`config.mk`:
```
export PLATFORM = sky130hd
export DESIGN_NAME = scan_sel_ctrl4
export DESIGN_NICKNAME = d
export VERILOG_FILES = /design/src/rtl/scan_pkg.sv /design/src/rtl/scan_sel_ctrl4_rr_next4.sv /design/src/rtl/scan_sel_ctrl4.sv
export SDC_FILE = /design/constraint.sdc
export NUM_CORES = 1
export LEC_CHECK = 0
export BUFFER_PORTS_ARGS = -buffer_cell sky130_fd_sc_hd__buf_2
export CAP_MARGIN = 40
export CORE_UTILIZATION = 50
export CTS_CLUSTER_DIAMETER = 30
export DETAILED_ROUTE_END_ITERATION = 10
export PLACE_DENSITY_LB_ADDON = 0.08
export SLEW_MARGIN = 5
export SYNTH_ARGS = -nofsm -noshare
export SYNTH_HDL_FRONTEND = slang
export SYNTH_SLANG_ARGS = --single-unit
```
`constraint.sdc`:
```
create_clock -name iClk -period 3.3 [get_ports iClk]
set_input_delay 0.33 -clock iClk [delete_from_list [all_inputs] [get_ports iClk]]
set_output_delay 0.33 -clock iClk [all_outputs]
set_load 0.02 [all_outputs]
```
`src/rtl/scan_pkg.sv`:
```
// Shared definitions for the scan select controller: FSM state encodings and
// the mapping from slot index to decoder select pins.
package scan_pkg;

  typedef enum logic [1:0] {
    S_IDLE   = 2'd0,
    S_BLANK  = 2'd1,
    S_ACTIVE = 2'd2
  } scanState_t;

  // Decoder iS0 carries the slot MSB, iS1 the slot LSB.
  localparam int SEL_S0_BIT = 1;
  localparam int SEL_S1_BIT = 0;

  // Searching forward from slot 3 with self included yields the lowest enabled slot.
  localparam logic [1:0] LOWEST_SEARCH_BASE = 2'd3;

endpackage

```
`src/rtl/scan_sel_ctrl4_rr_next4.sv`:
```
// Round-robin search over four slots: first enabled slot after curSlot
// (wrapping mod 4), falling back to curSlot itself when includeSelf is set.
module rr_next4 (
  input  logic [1:0] curSlot,
  input  logic [3:0] mask,
  input  logic       includeSelf,
  output logic [1:0] nextSlot,
  output logic       valid
);

  always_comb begin
    logic [1:0] cand;
    // NOTE: every output gets a default before any branch; a path that leaves
    // a combinational output unassigned infers a latch.
    nextSlot = curSlot;
    valid    = 1'b0;
    cand     = curSlot;
    for (int i = 1; i < 4; i++) begin
      cand = curSlot + 2'(i);
      if (!valid && mask[cand]) begin
        nextSlot = cand;
        valid    = 1'b1;
      end
    end
    if (!valid && includeSelf && mask[curSlot]) begin
      valid = 1'b1;
    end
  end

endmodule

```
`src/rtl/scan_sel_ctrl4.sv`:
```
// Round-robin select/enable driver for a 2-to-4 active-low decoder, with a
// blanking interval (decoder disabled) ahead of every slot.
module scan_sel_ctrl4
  import scan_pkg::*;
#(
  parameter int DWELL = 50000,
  parameter int BLANK = 16,
  parameter int CW    = 16
) (
  input  logic       iClk,
  input  logic       iRst,
  input  logic       iEn,
  input  logic [3:0] iMask,
  output logic       oS0,
  output logic       oS1,
  output logic       oC,
  output logic [1:0] oSlot,
  output logic       oTick
);

  localparam logic [CW-1:0] DWELL_LAST = CW'(DWELL - 1);
  localparam logic [CW-1:0] BLANK_LAST = CW'(BLANK - 1);

  scanState_t    stateQ, stateD;
  logic [CW-1:0] cntQ, cntD;
  logic [1:0]    slotQ, slotD;
  logic [1:0]    searchBase, nextSlot;
  logic          nextValid, runOk;

  // One search unit serves both IDLE exit (lowest enabled) and round-robin advance.
  assign searchBase = (stateQ == S_IDLE) ? LOWEST_SEARCH_BASE : slotQ;

  rr_next4 uNext (
    .curSlot    (searchBase),
    .mask       (iMask),
    .includeSelf(1'b1),
    .nextSlot   (nextSlot),
    .valid      (nextValid)
  );

  // With self included, a valid search result is equivalent to a nonzero mask.
  assign runOk = iEn && nextValid;

  always_comb begin
    stateD = stateQ;
    cntD   = cntQ + 1'b1;
    slotD  = slotQ;
    unique case (stateQ)
      S_IDLE: begin
        cntD = '0;
        if (runOk) begin
          stateD = S_BLANK;
          slotD  = nextSlot;
        end
      end
      S_BLANK: begin
        if (!runOk) begin
          stateD = S_IDLE;
          cntD   = '0;
        end else if (cntQ == BLANK_LAST) begin
          cntD = '0;
          // A pending slot disabled during blanking costs another full blank.
          if (iMask[slotQ]) stateD = S_ACTIVE;
          else              slotD  = nextSlot;
        end
      end
      S_ACTIVE: begin
        if (!runOk) begin
          stateD = S_IDLE;
          cntD   = '0;
        end else if (!iMask[slotQ] || cntQ == DWELL_LAST) begin
          stateD = S_BLANK;
          slotD  = nextSlot;
          cntD   = '0;
        end
      end
      default: begin
        stateD = S_IDLE;
        cntD   = '0;
      end
    endcase
  end

  // NOTE: sequential state uses non-blocking assignments so every flop samples
  // pre-edge values regardless of statement order.
  always_ff @(posedge iClk) begin
    if (iRst) begin
      stateQ <= S_IDLE;
      cntQ   <= '0;
      slotQ  <= '0;
      oC     <= 1'b1;
      oTick  <= 1'b0;
    end else begin
      stateQ <= stateD;
      cntQ   <= cntD;
      slotQ  <= slotD;
      oC     <= (stateD != S_ACTIVE);
      oTick  <= (stateQ == S_BLANK) && (stateD == S_ACTIVE);
    end
  end

  assign oSlot = slotQ;
  assign oS0   = slotQ[SEL_S0_BIT];
  assign oS1   = slotQ[SEL_S1_BIT];

endmodule

```
Word-level counts from Yosys, hierarchy flattened --
Cells that the tools add are included.
Word-level totals: register bits 22, output and inout bits 6, input port bits 7
Cells by class: equal/unequal tests 12, $add $sub $neg 4, order comparisons 5, reduce and logical (&&, ||, !) cells 13, mux-type cells 37
Operator list (count):
- 2-to-1 mux 16 bit | 4
- 2-to-1 mux 2 bit | 16
- one-hot mux 16 bit (2 select lines) | 1
- adder 16 x 1 -> 16 bit, second input constant | 1
- equality test 16 bit, second input constant | 1
- equality test 16 x 4 -> 1 bit, second input constant | 1
- < comparator 2 x 3 -> 1 bit, second input constant | 5
- inequality test 2 bit, second input constant | 7
- one-hot mux 2 bit (3 select lines) | 2
- binary-select mux 1 bit (select 2 bit) | 5
- 2-to-1 mux 1 bit | 9
- AND reduction 7 bit | 1
- logical AND 1 bit | 5
- adder 2 bit, second input constant | 2
- equality test 2 bit, second input constant | 2
- zero test 1 bit | 4
- nonzero test 3 bit | 1
- adder 2 x 1 -> 2 bit, second input constant | 1
- equality test 2 x 1 -> 1 bit, second input constant | 1
- zero test 2 bit | 1
- logical OR 1 bit | 1

Longest topological paths before layout --
depth in word-level cells 20, mapped depth 9

Hierarchy --
Synthesis repeated with hierarchy kept, for this count alone.
Unflattened totals: cell total of the unflattened synthesis 149, area, all modules 1267.5 µm²
By module, submodules not included:
- scan_sel_ctrl4 | instances 1, area each 1146.1 µm², sequential area each 440.4 µm², cells an instance 129
- rr_next4 | instances 1, area each 121.4 µm², sequential area each 0.0 µm², cells an instance 20

Worst setup path after synthesis --
OpenSTA, ideal clock, no wires.
path type flip-flop to flip-flop, from reg cntQ[4], to reg slotQ[0] (netlist: oSlot[0]), cell stages (with the launch flop) 6, slack 934 ps, period minus slack after synthesis 2366 ps, arrival 2279 ps, required time 3214 ps, cells stage by stage dfxtp_1 or4_4 or4_4 a2bb2oi_2 or4b_1 a221oi_2
Between the ends: longest elaborated chain between the ends 4, elaborated cells between the ends (all ways) 6, those cells by class 4 x eq/ne; 2 x reduce/logical
Ends and longest elaborated chain:
- start: declaration | line scan_sel_ctrl4.sv:25 | logic [CW-1:0] cntQ, cntD;
- start signal: assignment | line scan_sel_ctrl4.sv:95 | cntQ <= cntD;
- equality test 16 bit | line scan_sel_ctrl4.sv:71 | end else if (!iMask[slotQ] || cntQ == DWELL_LAST) begin
- logical OR 1 bit | line scan_sel_ctrl4.sv:71
- inequality test 2 bit (no line)
- AND reduction 7 bit (no line) (*)
- end signal: assignment | line scan_sel_ctrl4.sv:96 | slotQ <= slotD;
- end: declaration | line scan_sel_ctrl4.sv:26 | logic [1:0] slotQ, slotD;
Mark *: on every way between the ends. The rest lies on a longest branch, timed or not. A chain may end at the register's enable or synchronous reset.

Worst setup path in the final report --
Ends and elaborated chain as after synthesis.

==> summary.txt <==
Outcome
  • Run status: completed

Hold path
  • Min-delay worst type: in -> reg

Power
  • P_sw: ~0.00016 W
  • Leak pwr: 0.5070 nW
  • Flop pwr share: 51.6%
  • Combinational group share of total power: 21.5%
  • PD cells: ~400 nW/um2
  • Power, Total: approximately 0.00055 W
  • Power Internal: 0.0003890 W
  • Peak VDD IR: approximately 0.37 mV
  • Clk network pwr share: 26.9%
  • Switching share of power: around 30%

Die
  • Core ar.: 2318 um2
  • Die H: approximately 53 um
  • Row count: 17
  • Initial Util: 55.05%
  • Die footprint: roughly 2800 um2
  • Die width: 52.52 um
  • # IOs: 13

GRT
  • Total track usage: between 20% and 30%
  • Total gr overflow: 0
  • Antenna violations before repair: 0
  • First-pass GRT wire length: 4567 um
  • Vias in the first global route: 1096
  • Largest net degree at the start of global routing: 17

Clocking
  • Worst-Skew Late Latency: between 0.3 and 0.4 ns
  • CTS resizes: 0
  • Worst-path clk slew: between 0.1 and 0.15 ns
  • CTS Sinks: 22
  • Worst-case clock buffer depth: 2
  • H-Tree Depth: 1
  • Root Driver: clkbuf_4
  • TritonCTS clock tree: yes
  • # Post-CTS Setup Buffers: 0
  • CTS Buf Count: 3
  • Hold_buf cts: 0

Placed design
  • GP Congestion: 0.8518
  • Post-DP HPWL: 2132 um
  • Port-buffer cells: 12

Yosys
  • Synth Instances: 150
  • Average size of a mapped cell: 8.508 um2
  • Synth top cells by count: nor2_1, dfxtp_1, nand3_1, xor2_1, nand2_1
  • Count leader, synth: nor2_1
  • Unique masters post-synth: 45
  • Leading area contributor after synthesis: dfxtp_1
  • Asr flop ratio synth: 0%
  • Register bit count reported by yosys: 22
  • Yosys top cell area share: between 30% and 40%
  • Syn Nets: 162
  • Post-synth top flop: dfxtp_1
  • EDFF count, synth: 0
  • Synth Warn #: 0
  • Largest cells by area after synthesis: dfxtp_1, nor2_1, xor2_1, ha_1, xnor2_1
  • Synthesized area: 1276 um2
  • Register area share after synthesis: 34.51%

Setup path
  • Critical path required time: about 3.6 ns
  • Crit Path Max Fanout: 6
  • Crit-path cells: or4_4 -> nor4_1 -> a2bb2oi_2 -> or4b_1 -> a221oi_2
  • Startpoint Class: flip-flop
  • Slowest cell on the critical path: nor4_1
  • CP endpoint kind: flip-flop
  • Setup CP Type: reg -> reg
  • CP arrival: 2.83 ns
  • Critical Path Max Stage Delay: between 0.5 and 0.6 ns

Route
  • DRC viols: 0
  • Vias post-DR: roughly 1100
  • Remaining antenna violation count: 0
  • Vias/cell: 5.984
  • WL/cell: 14.90 um
  • Routed Wire Length: 2817 um
  • DRT iter0 DRCs: 22
  • Drt first pass iters: 4

STA
  • Slew @ Worst Pin: 0.5994 ns
  • Final Skew: 0.006750 ns
  • Slew Limit Headroom: 59.67%
  • Maximum clock rate: 386.9 MHz
  • Unrepaired setup endpoints after global routing: false
  • Final setup vio count: 0
  • Pins Over Slew Limit: 0
  • Total negative slack: 0 ns
  • Hold Vio Cnt, Final: 0
  • Tmin final: around 2.6 ns
  • Tcrit/Tclk final: 78.32%

Cells and area
  • # diodes: 0
  • Layout cells sized above 1: 14.29%
  • Fin nets: 174
  • Area Overhead vs Synth: 8.432%
  • Filler cells: 210
  • Multi-input logic area: a little under 800 um2
  • FF/Latch Area: 440.4 um2

Flow run
  • Max cap viols: 0
## cells by family after synthesis
family	after synthesis	synth area share (%)
simple gates	68	28.73
compound gates	26	15.10
flops	22	34.51
xor+xnor	14	9.608
buf+inv	11	3.921
fa+ha+maj	5	4.902
mux	4	3.235
## per-layer routing
layer / global-route usage (%) / up-vias / part of all wire, %
met4: 11.84 / 0 / 1.8
met5: 0 / - / 0
met2: 40.51 / 28 / 52
met1: 25.18 / 539 / 42
li1: - / 559 / -
met3: 3.478 / 5 / 3.8
## through the flow
step                      setup slack, ns  hold WS, ns  area [um2]  std cells  utilization (%)
final                              0.7154       0.2485        1384        189            59.69
after global routing               0.5952       0.2516        1384        189            59.69
after CTS                          0.7244       0.2433        1384        189            59.69
after detailed placement           0.7463       0.4762        1348        185            58.12
after global placement             0.8790       0.4273        1348        185            58.12
after floorplan                    0.9344       0.3962        1276        150                -
## power groups by stage
stage | Combinational [W] | Clock (W) | Sequential, W
after floorplan | 0.0000867 | 0 | 0.000292
after global placement | 0.000113 | 0 | 0.000290
after detailed placement | 0.000117 | 0 | 0.000291
after CTS | 0.000118 | 0.000150 | 0.000285
after global routing | 0.000130 | 0.000159 | 0.000286
final | 0.000119 | 0.000149 | 0.000285
## registers in the layout (all words and copies together), names as in the netlist
register  flops
cntQ         16
oSlot         2
stateQ        2
oC            1
oTick         1
## cell type report
type / instances / share of cell area, %
multi-input cells: 117 / 56.78
repair buffers: 13 / 4.882
flip-flops and latches: 22 / 31.83
inverters: 5 / 1.356
clock buffers: 4 / 2.622
well taps: 28 / 2.532
## critical path, delay by kind of cell, from the launching register on
family,cells,cell delay (ns)
AOI/OAI and AO/OA,2,0.51
and+or+nand+nor,3,1.63
DFF,1,0.38
## path summary, 6_finish.rpt
check	start	endpoint	slack, ns	cells past startpoint
setup / recovery	cntQ[4]$_SDFF_PP0_	oSlot[0]$_SDFFE_PP0P_	0.72	5
hold reg to reg	cntQ[0]$_SDFF_PP0_	cntQ[0]$_SDFF_PP0_	0.49	1
setup reg to reg	cntQ[4]$_SDFF_PP0_	oSlot[0]$_SDFFE_PP0P_	0.72	5
hold / removal	iRst	oSlot[0]$_SDFFE_PP0P_	0.25	2
## layout by cell type (no fill, tap or decap), types with 3 or more instances in the layout
cell type  instances
nor2_1            24
dfxtp_1           22
buf_2             12
nand3_1            9
xor2_1             8
nand2_1            7
xnor2_1            6
a21oi_1            6
inv_1              5
and3_1             5
ha_1               5
mux2i_1            3
nand4_1            3
nor4_1             3
o21ai_0            3
nand2b_1           3
clkbuf_4           3
No activity file was read; power rests on OpenSTA's default activity.
